[src/rtl/ula_c_pipe.sv]
// ula_c_pipe -- two-stage immediate/lane-insert ALU slice with valid/ready
// handshaking on both sides.
//
// Operations (formato):
//   00  pass dado
//   01  pass constante
//   10  sign-extend constante[LANE_BITS-1:0] to the full word
//   11  replace lane 'lane' of dado with constante[LANE_BITS-1:0];
//       a lane index past the last lane returns dado unchanged with err=1
//
// Ports:
//   clk        rising-edge clock
//   rst_n      asynchronous active-low reset
//   in_valid   operation offered
//   in_ready   operation accepted when in_valid && in_ready
//   dado       register operand
//   constante  immediate operand
//   formato    operation select
//   lane       target lane for insert
//   out_valid  result valid
//   out_ready  result consumed when out_valid && out_ready
//   resultOP   result word
//   zero/neg/err  result flags, qualified by out_valid
//
// Pipeline: stage 1 captures the accepted operands; stage 2 computes and
// registers the result and flags. Stage 2 holds while out_ready is low.
module ula_c_pipe #(
  parameter int BITS_PALAVRA = 16,
  parameter int LANE_BITS    = 8,
  localparam int LANES = BITS_PALAVRA / LANE_BITS,
  localparam int LW    = (LANES > 1) ? $clog2(LANES) : 1
) (
  input  logic                    clk,
  input  logic                    rst_n,
  input  logic                    in_valid,
  output logic                    in_ready,
  input  logic [BITS_PALAVRA-1:0] dado,
  input  logic [BITS_PALAVRA-1:0] constante,
  input  logic [1:0]              formato,
  input  logic [LW-1:0]           lane,
  output logic                    out_valid,
  input  logic                    out_ready,
  output logic [BITS_PALAVRA-1:0] resultOP,
  output logic                    zero,
  output logic                    neg,
  output logic                    err
);

  localparam int W = BITS_PALAVRA;
  // Lane count widened by one bit so the range check can see indices
  // equal to LANES when LANES is not a power of two (or is 1).
  localparam logic [LW:0] LANES_W = LANES[LW:0];

  logic          vld_p1;
  logic [W-1:0]  dado_p1;
  logic [W-1:0]  const_p1;
  logic [1:0]    fmt_p1;
  logic [LW-1:0] lane_p1;

  logic          vld_p2;
  logic          adv_p2;
  logic          accept;

  logic [W-1:0]  res_c;
  logic          err_c;

  function automatic logic [W-1:0] sext_lane(input logic [W-1:0] c);
    logic signed [W-1:0] r;
    for (int i = 0; i < W; i++) begin
      r[i] = (i < LANE_BITS) ? c[i] : c[LANE_BITS-1];
    end
    return r;
  endfunction

  function automatic logic lane_out_of_range(input logic [LW-1:0] l);
    return ({1'b0, l} >= LANES_W);
  endfunction

  function automatic logic [W-1:0] insert_lane(input logic [W-1:0] d,
                                               input logic [W-1:0] c,
                                               input logic [LW-1:0] l);
    logic [W-1:0] r;
    r = d;
    for (int i = 0; i < LANES; i++) begin
      if (l == LW'(i)) begin
        r[i*LANE_BITS +: LANE_BITS] = c[LANE_BITS-1:0];
      end
    end
    return r;
  endfunction

  // Stage 2 may load when it is empty or its result is being taken;
  // stage 1 advances on that same condition, so in_ready depends only on
  // pipeline state and out_ready, never on in_valid.
  assign adv_p2   = !vld_p2 || out_ready;
  assign in_ready = !vld_p1 || adv_p2;
  assign accept   = in_valid && in_ready;
  assign out_valid = vld_p2;

  // ---- stage 1: operand capture ----
  always_ff @(posedge clk or negedge rst_n) begin
    if (!rst_n) begin
      vld_p1 <= 1'b0;
    end else if (in_ready) begin
      vld_p1 <= in_valid;
    end
  end

  always_ff @(posedge clk) begin
    if (accept) begin
      dado_p1  <= dado;
      const_p1 <= constante;
      fmt_p1   <= formato;
      lane_p1  <= lane;
    end
  end

  always_comb begin
    res_c = dado_p1;
    err_c = 1'b0;
    case (fmt_p1)
      2'b00: res_c = dado_p1;
      2'b01: res_c = const_p1;
      2'b10: res_c = sext_lane(const_p1);
      2'b11: begin
        if (lane_out_of_range(lane_p1)) begin
          res_c = dado_p1;
          err_c = 1'b1;
        end else begin
          res_c = insert_lane(dado_p1, const_p1, lane_p1);
        end
      end
      default: res_c = dado_p1;
    endcase
  end

  // ---- stage 2: result register ----
  // A bubble from stage 1 clears out_valid but leaves the last result in
  // place.
  always_ff @(posedge clk or negedge rst_n) begin
    if (!rst_n) begin
      vld_p2   <= 1'b0;
      resultOP <= '0;
      zero     <= 1'b0;
      neg      <= 1'b0;
      err      <= 1'b0;
    end else if (adv_p2) begin
      vld_p2 <= vld_p1;
      if (vld_p1) begin
        resultOP <= res_c;
        zero     <= (res_c == '0);
        neg      <= res_c[W-1];
        err      <= err_c;
      end
    end
  end

endmodule

[config.mk]
export PLATFORM = sky130hd
export DESIGN_NAME = ula_c_pipe
export DESIGN_NICKNAME = d
export VERILOG_FILES = /design/src/rtl/ula_c_pipe.sv
export SDC_FILE = /design/constraint.sdc
export NUM_CORES = 1
export LEC_CHECK = 0
export ABC_CLOCK_PERIOD_IN_PS = 2100
export CORE_MARGIN = 2
export CORE_UTILIZATION = 48
export DETAILED_ROUTE_END_ITERATION = 8
export MAX_ROUTING_LAYER = met4
export PLACE_DENSITY = 0.88
export RECOVER_POWER = 25
export SYNTH_ARGS = -nofsm -noshare
export SYNTH_HDL_FRONTEND = slang
export SYNTH_SLANG_ARGS = --single-unit
export TNS_END_PERCENT = 50
[constraint.sdc]
create_clock -name clk -period 2.1 [get_ports clk]
set_input_delay 0.315 -clock clk [delete_from_list [all_inputs] [get_ports clk]]
set_output_delay 0.315 -clock clk [all_outputs]
set_load 0.005 [all_outputs]
==> results.yml, run 1 <==
drt:
  dr.pass1.iters: 4
  wl_met3_um: 227
  drc: 0
  ant_nets: 0
  top_layer: "met4"
  wl_per_cell_um: 14.3
  num_vias: 1614
  met1Wirelength_um: 2130
  dr_wl_met2_um: 2130
  drt-initial-drc-count: 105
  via_per_inst: 5.06
  routed_wirelength_um: 4560
logic_synthesis:
  syn_area_um2: 2350
  ys_warn_count: 0
  ys_seq_area_share_pct: 65.0
  synthFlopType: "edfxtp_1"
  ys_ff_latch: 54
  async_reset_ff_share_pct: 35.2
  synth_edf_count: 35
  yosysUniqueCellTypes: 39
  synth_fp_nets: 224
  synth_top_cells_by_area: "edfxtp_1 (45%), dfrtp_1 (20%), mux2i_1 (6.4%)"
  synth_most_common_cell: "edfxtp_1"
  synth_top_area_share_pct: 44.8
  synth_largest_area_cell: "edfxtp_1"
  avgSynthCellArea_um2: 12.7
  synth_commonest_cells: "edfxtp_1 (35), a21oi_1 (24), nor2_1 (23)"
  postSynthCellCount: 185
worst_setup_path:
  cp_slowest_cell: "edfxtp_1"
  crit_arrival_ns: 2.09
  crit_buf_inv: 1
  endpoint: "zero$_DFFE_PN0P_"
  required_ns: 2.31
  critical-path-top-delay-family: "compound AO/OA/AOI/OAI gates"
  timing.rr.start: "fmt_p1[1]$_DFFE_PP_"
  worstPathMaxFanout: 12
  cp_cell_sequence: "buf_4, nor2_1, a21oi_1, a221oi_2, nand4_1, o41ai_2"
  critPathLaunch: "fmt_p1[1]$_DFFE_PP_"
  timing.rr.end: "zero$_DFFE_PN0P_"
  reg2reg_slack_ns: 0.22
  crit_cells: 6
  critPathMaxStageDelay_ns: 0.50
  critical_path_class: "reg -> reg"
  cp-end-kind: "flip-flop"
  crit_path_start_kind: "flip-flop"
  worstRegToRegCells: 6
cells_and_area:
  fin_cells: 319
  antennaDiodeCount: 0
  nets: 290
  area_delta_synth_final_pct: 32.9
  layout-drive-gt1-share_pct: 9.52
power:
  leakage_nw: 1.20
  power.clock.fraction_pct: 23.5
  p_sw_share_pct: 24.5
  vdd_drop_max_uv: 619
  power.switching_uw: 570
  power_frac_comb_pct: 19.7
  p_seq_share_pct: 56.7
  power.internal_mw: 1.76
  powerDensity_nw_per_um2: 746
timing:
  rsz0062_at_grt: "no"
  slew_headroom_pct: 34.5
  drv_slew: 0
  finalClockSkew_ns: 0.00424
  fmax_mhz: 531
  finalSetupViolCount: 0
  hold_viol: 0
  period_needed_ns: 1.88
  worst-slew-pin-transition_ns: 0.983
  tns_ns: 0
  timing.final.crit_share_pct: 89.6
  postLayoutSetupSlackWorst_ns: 0.218
floorplanning:
  num_io_pins: 60
  dieArea_um2: 5470
  fp.dieH_um: 73.9
  initial_core_util_pct: 49.7
  num_rows: 25
  core_um2: 4720
  die_w_um: 73.9
status:
  outcome: "complete, no violations"
global_routing:
  grt_pass1_vias: 1538
  antenna_found_initial: 0
  track_usage_pct: 18.7
  grt_max_degree: 36
  grt_first_pass_wirelength_um: 7330
  grt_overflow_total: 0
min_path:
  hp-class: "reg -> reg"
clocking:
  cts_sinks: 54
  path_clk_slew_ns: 0.09
  clk_path_buf_depth: 2
  cts_tree: "done"
  cts_made_buffers: 5
  htree_levels: 2
  cts_hold_buffers: 0
  clk_latency_ns: 0.30
  ctsResizeCount: 0
  clock-root-buffer: "clkbuf_8"
run:
  cap_viol_max_count: 0
place:
  gp_congestion: 0.934
  place_inst: 307
  port_buffers: 58
  place_ws_ns: 0.0880
  hpwlAfterDp_um: 3460
[power groups by stage]
stage / logic, mW / clock network (mW) / registers (mW)
finish: 0.459 / 0.547 / 1.32
global route: 0.505 / 0.601 / 1.33
CTS: 0.456 / 0.561 / 1.33
detailed placement: 0.454 / 0 / 1.35
global placement: 0.445 / 0 / 1.34
floorplan: 0.202 / 0 / 1.33
[worst register-to-register path, delay by kind of cell, from the launching register on]
kind | cells | cell delay, ns
flops | 1 | 0.50
simple gates | 2 | 0.30
buf+inv | 1 | 0.22
compound gates | 3 | 0.77
[flip-flops by register name, summed over array words and instances, names as in the netlist]
| name | count |
|---|---|
| vld_p1 | 1 |
| fmt_p1 | 2 |
| const_p1 | 16 |
| zero | 1 |
| dado_p1 | 16 |
| lane_p1 | 1 |
| out_valid | 1 |
| resultOP | 16 |
[cell type report]
cell class | count | area [um2]
Timing Repair Buffer | 72 | 694
Fill cell | 369 | 1600
Multi-Input combinational cell | 114 | 716
Clock buffer | 5 | 68.8
Clock inverter | 3 | 16.3
Inverter | 4 | 15.0
Tap cell | 67 | 83.8
Sequential cell | 54 | 1530
[stage by stage]
stage | hold WS, ns | area [um2] | util (%) | power (mW)
after CTS | 0.331 | 3090 | 65.5 | 2.34
after detailed placement | 0.471 | 3010 | 63.7 | 1.80
after global routing | 0.537 | 3120 | 66.1 | 2.44
after floorplan | 0.0194 | 2350 | - | 1.53
final | 0.487 | 3120 | 66.1 | 2.33
after global placement | 0.461 | 3010 | 63.7 | 1.79
[logic make-up after synthesis]
logic type | Yosys count | share of synthesized area [%]
flops | 54 | 65.0
buf+inv | 17 | 4.48
other cells | 1 | 0.160
mux | 17 | 7.36
compound gates | 42 | 11.4
simple gates | 54 | 11.6
[routing by layer]
layer	up-vias	track usage, %
li1	799	-
met3	8	4.47
met5	-	-
met4	0	7.68
met2	59	27.4
met1	748	25.2
[placed cells by master, fill, tap and decap left out, types with 4 or more instances in the layout]
cell type	netlist	routed
nand2b_1	9	9
mux2i_1	15	15
buf_4	3	12
nor2_1	23	23
dlygate4sd3_1	0	14
edfxtp_1	35	35
nand2_1	6	6
inv_1	4	4
dfrtp_1	19	19
clkbuf_8	0	5
a21oi_1	24	24
clkdlybuf4s50_1	0	44
o21ai_0	4	4
[how the worst min path moves through the flow]
stage,start,to,slack [ns],cells after the start
floorplan,rst_n,out_valid$_DFFE_PN0P_,0.02,0
global placement,vld_p1$_DFFE_PN0N_,out_valid$_DFFE_PN0P_,0.46,1
detailed placement,vld_p1$_DFFE_PN0N_,out_valid$_DFFE_PN0P_,0.47,1
CTS,rst_n,resultOP[8]$_DFFE_PN0P_,0.33,2
global route,vld_p1$_DFFE_PN0N_,out_valid$_DFFE_PN0P_,0.54,1
finish,vld_p1$_DFFE_PN0N_,out_valid$_DFFE_PN0P_,0.49,1
[what timing repair did]
action | CTS | global route
setup buffers | 0 | 4
endpoints found under the setup margin | 0 | 1
endpoints found under the hold margin | 0 | 0
(Power assumes the default switching activity.)
==> run 2, diff against run 1 <==
--- a/config.mk
+++ b/config.mk
@@ -5,7 +5,7 @@
 export SDC_FILE = /design/constraint.sdc
 export NUM_CORES = 1
 export LEC_CHECK = 0
-export ABC_CLOCK_PERIOD_IN_PS = 2100
+export ABC_CLOCK_PERIOD_IN_PS = 2000
 export CORE_MARGIN = 2
 export CORE_UTILIZATION = 48
 export DETAILED_ROUTE_END_ITERATION = 8
==> constraint.sdc (replaced) <==
create_clock -name clk -period 2 [get_ports clk]
set_input_delay 0.3 -clock clk [delete_from_list [all_inputs] [get_ports clk]]
set_output_delay 0.3 -clock clk [all_outputs]
set_load 0.005 [all_outputs]
==> run 2 against run 1 <==
  * Combinational power is 5.4% higher
  * Cell area is 0.32% higher
  * Critical path depth is 1 lower
  * Total power is 8.5% higher
  * Largest power group unchanged
  * Register-to-register slack worse by 0.09 ns
  * Critical path type unchanged
  * Global-route usage is 0.26 points lower
  * Clock-buffer cell count is 1 higher
  * Critical endpoint unchanged
==> results.yml, run 2 (synthesized netlist as in run 1, its figures left out) <==
worst_setup_path:
  crit_path_start_kind: "flip-flop"
  crit_arrival_ns: 2.08
  worstPathMaxFanout: 7
  timing.rr.end: "zero$_DFFE_PN0P_"
  cp-end-kind: "flip-flop"
  required_ns: 2.21
  reg2reg_slack_ns: 0.12
  timing.rr.start: "lane_p1$_DFFE_PP_"
  worstRegToRegCells: 5
  critical_path_class: "reg -> reg"
place:
  gp_congestion: 0.886
  hpwlAfterDp_um: 3300
  place_inst: 307
  port_buffers: 58
  place_ws_ns: 0.183
cells_and_area:
  fill_cells: 352
  mostFrequentLayoutCell: "clkdlybuf4s50_1"
  biggestRegsByFlops: "const_p1 x16, dado_p1 x16, resultOP x16"
  fin_cells: 317
  nets: 288
  final_cell_mix: "clkdlybuf4s50_1 (45), edfxtp_1 (35), a21oi_1 (24), nor2_1 (23), dfrtp_1 (19)"
  area_delta_synth_final_pct: 33.4
  antennaDiodeCount: 0
  layout-drive-gt1-share_pct: 9.60
clocking:
  clk_latency_ns: 0.31
  path_clk_slew_ns: 0.09
  cts_sinks: 54
  clock-root-buffer: "clkbuf_8"
  clk_path_buf_depth: 2
  htree_levels: 2
  cts_made_buffers: 5
  cts_tree: "done"
min_path:
  min_to: "out_valid$_DFFE_PN0P_"
  min_from: "vld_p1$_DFFE_PN0N_"
  worstHoldPathCells: 1
  hp-class: "reg -> reg"
timing:
  tns_ns: 0
  postLayoutSetupSlackWorst_ns: 0.123
  fmax_mhz: 533
  period_needed_ns: 1.88
  rsz0062_at_grt: "no"
  worst-slew-pin-transition_ns: 0.984
  drv_slew: 0
  finalSetupViolCount: 0
  slew_headroom_pct: 34.4
  finalClockSkew_ns: 0.00830
  hold_viol: 0
  timing.final.crit_share_pct: 93.9
floorplanning:
  initial_core_util_pct: 49.7
  die_w_um: 73.9
  num_rows: 25
  core_um2: 4720
  fp.dieH_um: 73.9
  dieArea_um2: 5470
  num_io_pins: 60
power:
  leakage_nw: 1.21
  total_power_mw: 2.53
  vdd_drop_max_uv: 529
  powerDensity_nw_per_um2: 807
status:
  outcome: "complete, no violations"
drt:
  num_vias: 1626
  dr_wl_met2_um: 2100
  ant_nets: 0
  routed_wirelength_um: 4500
  met1Wirelength_um: 2090
  top_layer: "met4"
  wl_met3_um: 208
  drt-initial-drc-count: 91
  via_per_inst: 5.13
  drc: 0
  dr.pass1.iters: 4
  wl_per_cell_um: 14.2
global_routing:
  antenna_found_initial: 0
  grt_first_pass_wirelength_um: 7230
  grt_pass1_vias: 1523
  grt_overflow_total: 0
  grt_max_degree: 36
  track_usage_pct: 18.4
run:
  cap_viol_max_count: 0
[run 2: cell types whose count changed in the layout (fill, tap and decap cells not counted)]
cell / previous run / this run
clkinv_1: 1 / 0
a221oi_2: 2 / 3
clkbuf_16: 0 / 1
clkinv_2: 1 / 2
a221oi_1: 2 / 1
buf_4: 12 / 10
clkdlybuf4s50_1: 44 / 45
clkinvlp_4: 1 / 0
dlygate4sd3_1: 14 / 13
[run 2: critical path, cell delays in order (launching register included)]
cell	delay (ns)
edfxtp_1	0.52
mux2i_1	0.22
a21oi_1	0.09
a221oi_1	0.39
nand4_1	0.19
o41ai_2	0.37
[run 2: layer usage]
metal / up-vias / GRT usage (%)
met5: - / -
met4: 0 / 6.67
met3: 10 / 4.74
met2: 64 / 26.7
met1: 756 / 25.3
li1: 796 / -
[run 2: timing repair]
action,4_1_cts,5_1_grt
setup endpoints to repair,0,1
buffers inserted,0,2
hold buffers,0,0
hold endpoints to repair,0,0
gates resized for setup,0,1
[run 2: area by class of cell]
class | instances | area (um2) | share of cell area [%]
clock inverters | 2 | 10.0 | 0.320
repair buffers | 70 | 679 | 21.7
flip-flops and latches | 54 | 1530 | 48.8
multi-input cells | 114 | 722 | 23.1
inverters | 4 | 15.0 | 0.480
well taps | 67 | 83.8 | 2.68
clock buffers | 6 | 93.8 | 3.00
[run 2: worst max-delay path by stage]
stage / start / to / slack, ns / cells past startpoint
floorplan: out_valid$_DFFE_PN0P_ / const_p1[0]$_DFFE_PP_ / 0.19 / 2
global placement: lane_p1$_DFFE_PP_ / zero$_DFFE_PN0P_ / 0.25 / 5
detailed placement: lane_p1$_DFFE_PP_ / zero$_DFFE_PN0P_ / 0.18 / 5
CTS: lane_p1$_DFFE_PP_ / zero$_DFFE_PN0P_ / 0.11 / 5
global route: lane_p1$_DFFE_PP_ / zero$_DFFE_PN0P_ / 0.01 / 5
finish: lane_p1$_DFFE_PP_ / zero$_DFFE_PN0P_ / 0.12 / 5
[run 2: where the power goes]
group          internal, mW  leakage (nW)  switching, mW  total (mW)
Sequential             1.31         0.548         0.0699        1.38
Combinational         0.289         0.605          0.195       0.484
Clock                 0.318        0.0561          0.339       0.658
Total                  1.92          1.21          0.605        2.53
[run 2: through the flow]
| stage | area (um2) | hold WS, ns | utilization, % |
|---|---|---|---|
| 6_report | 3130 | 0.495 | 66.3 |
| 5_1_grt | 3130 | 0.530 | 66.3 |
| 4_1_cts | 3110 | 0.324 | 65.9 |
| 3_5_place_dp | 3010 | 0.482 | 63.7 |
| 3_3_place_gp | 3010 | 0.468 | 63.7 |
| 2_1_floorplan | 2350 | 0.00441 | - |
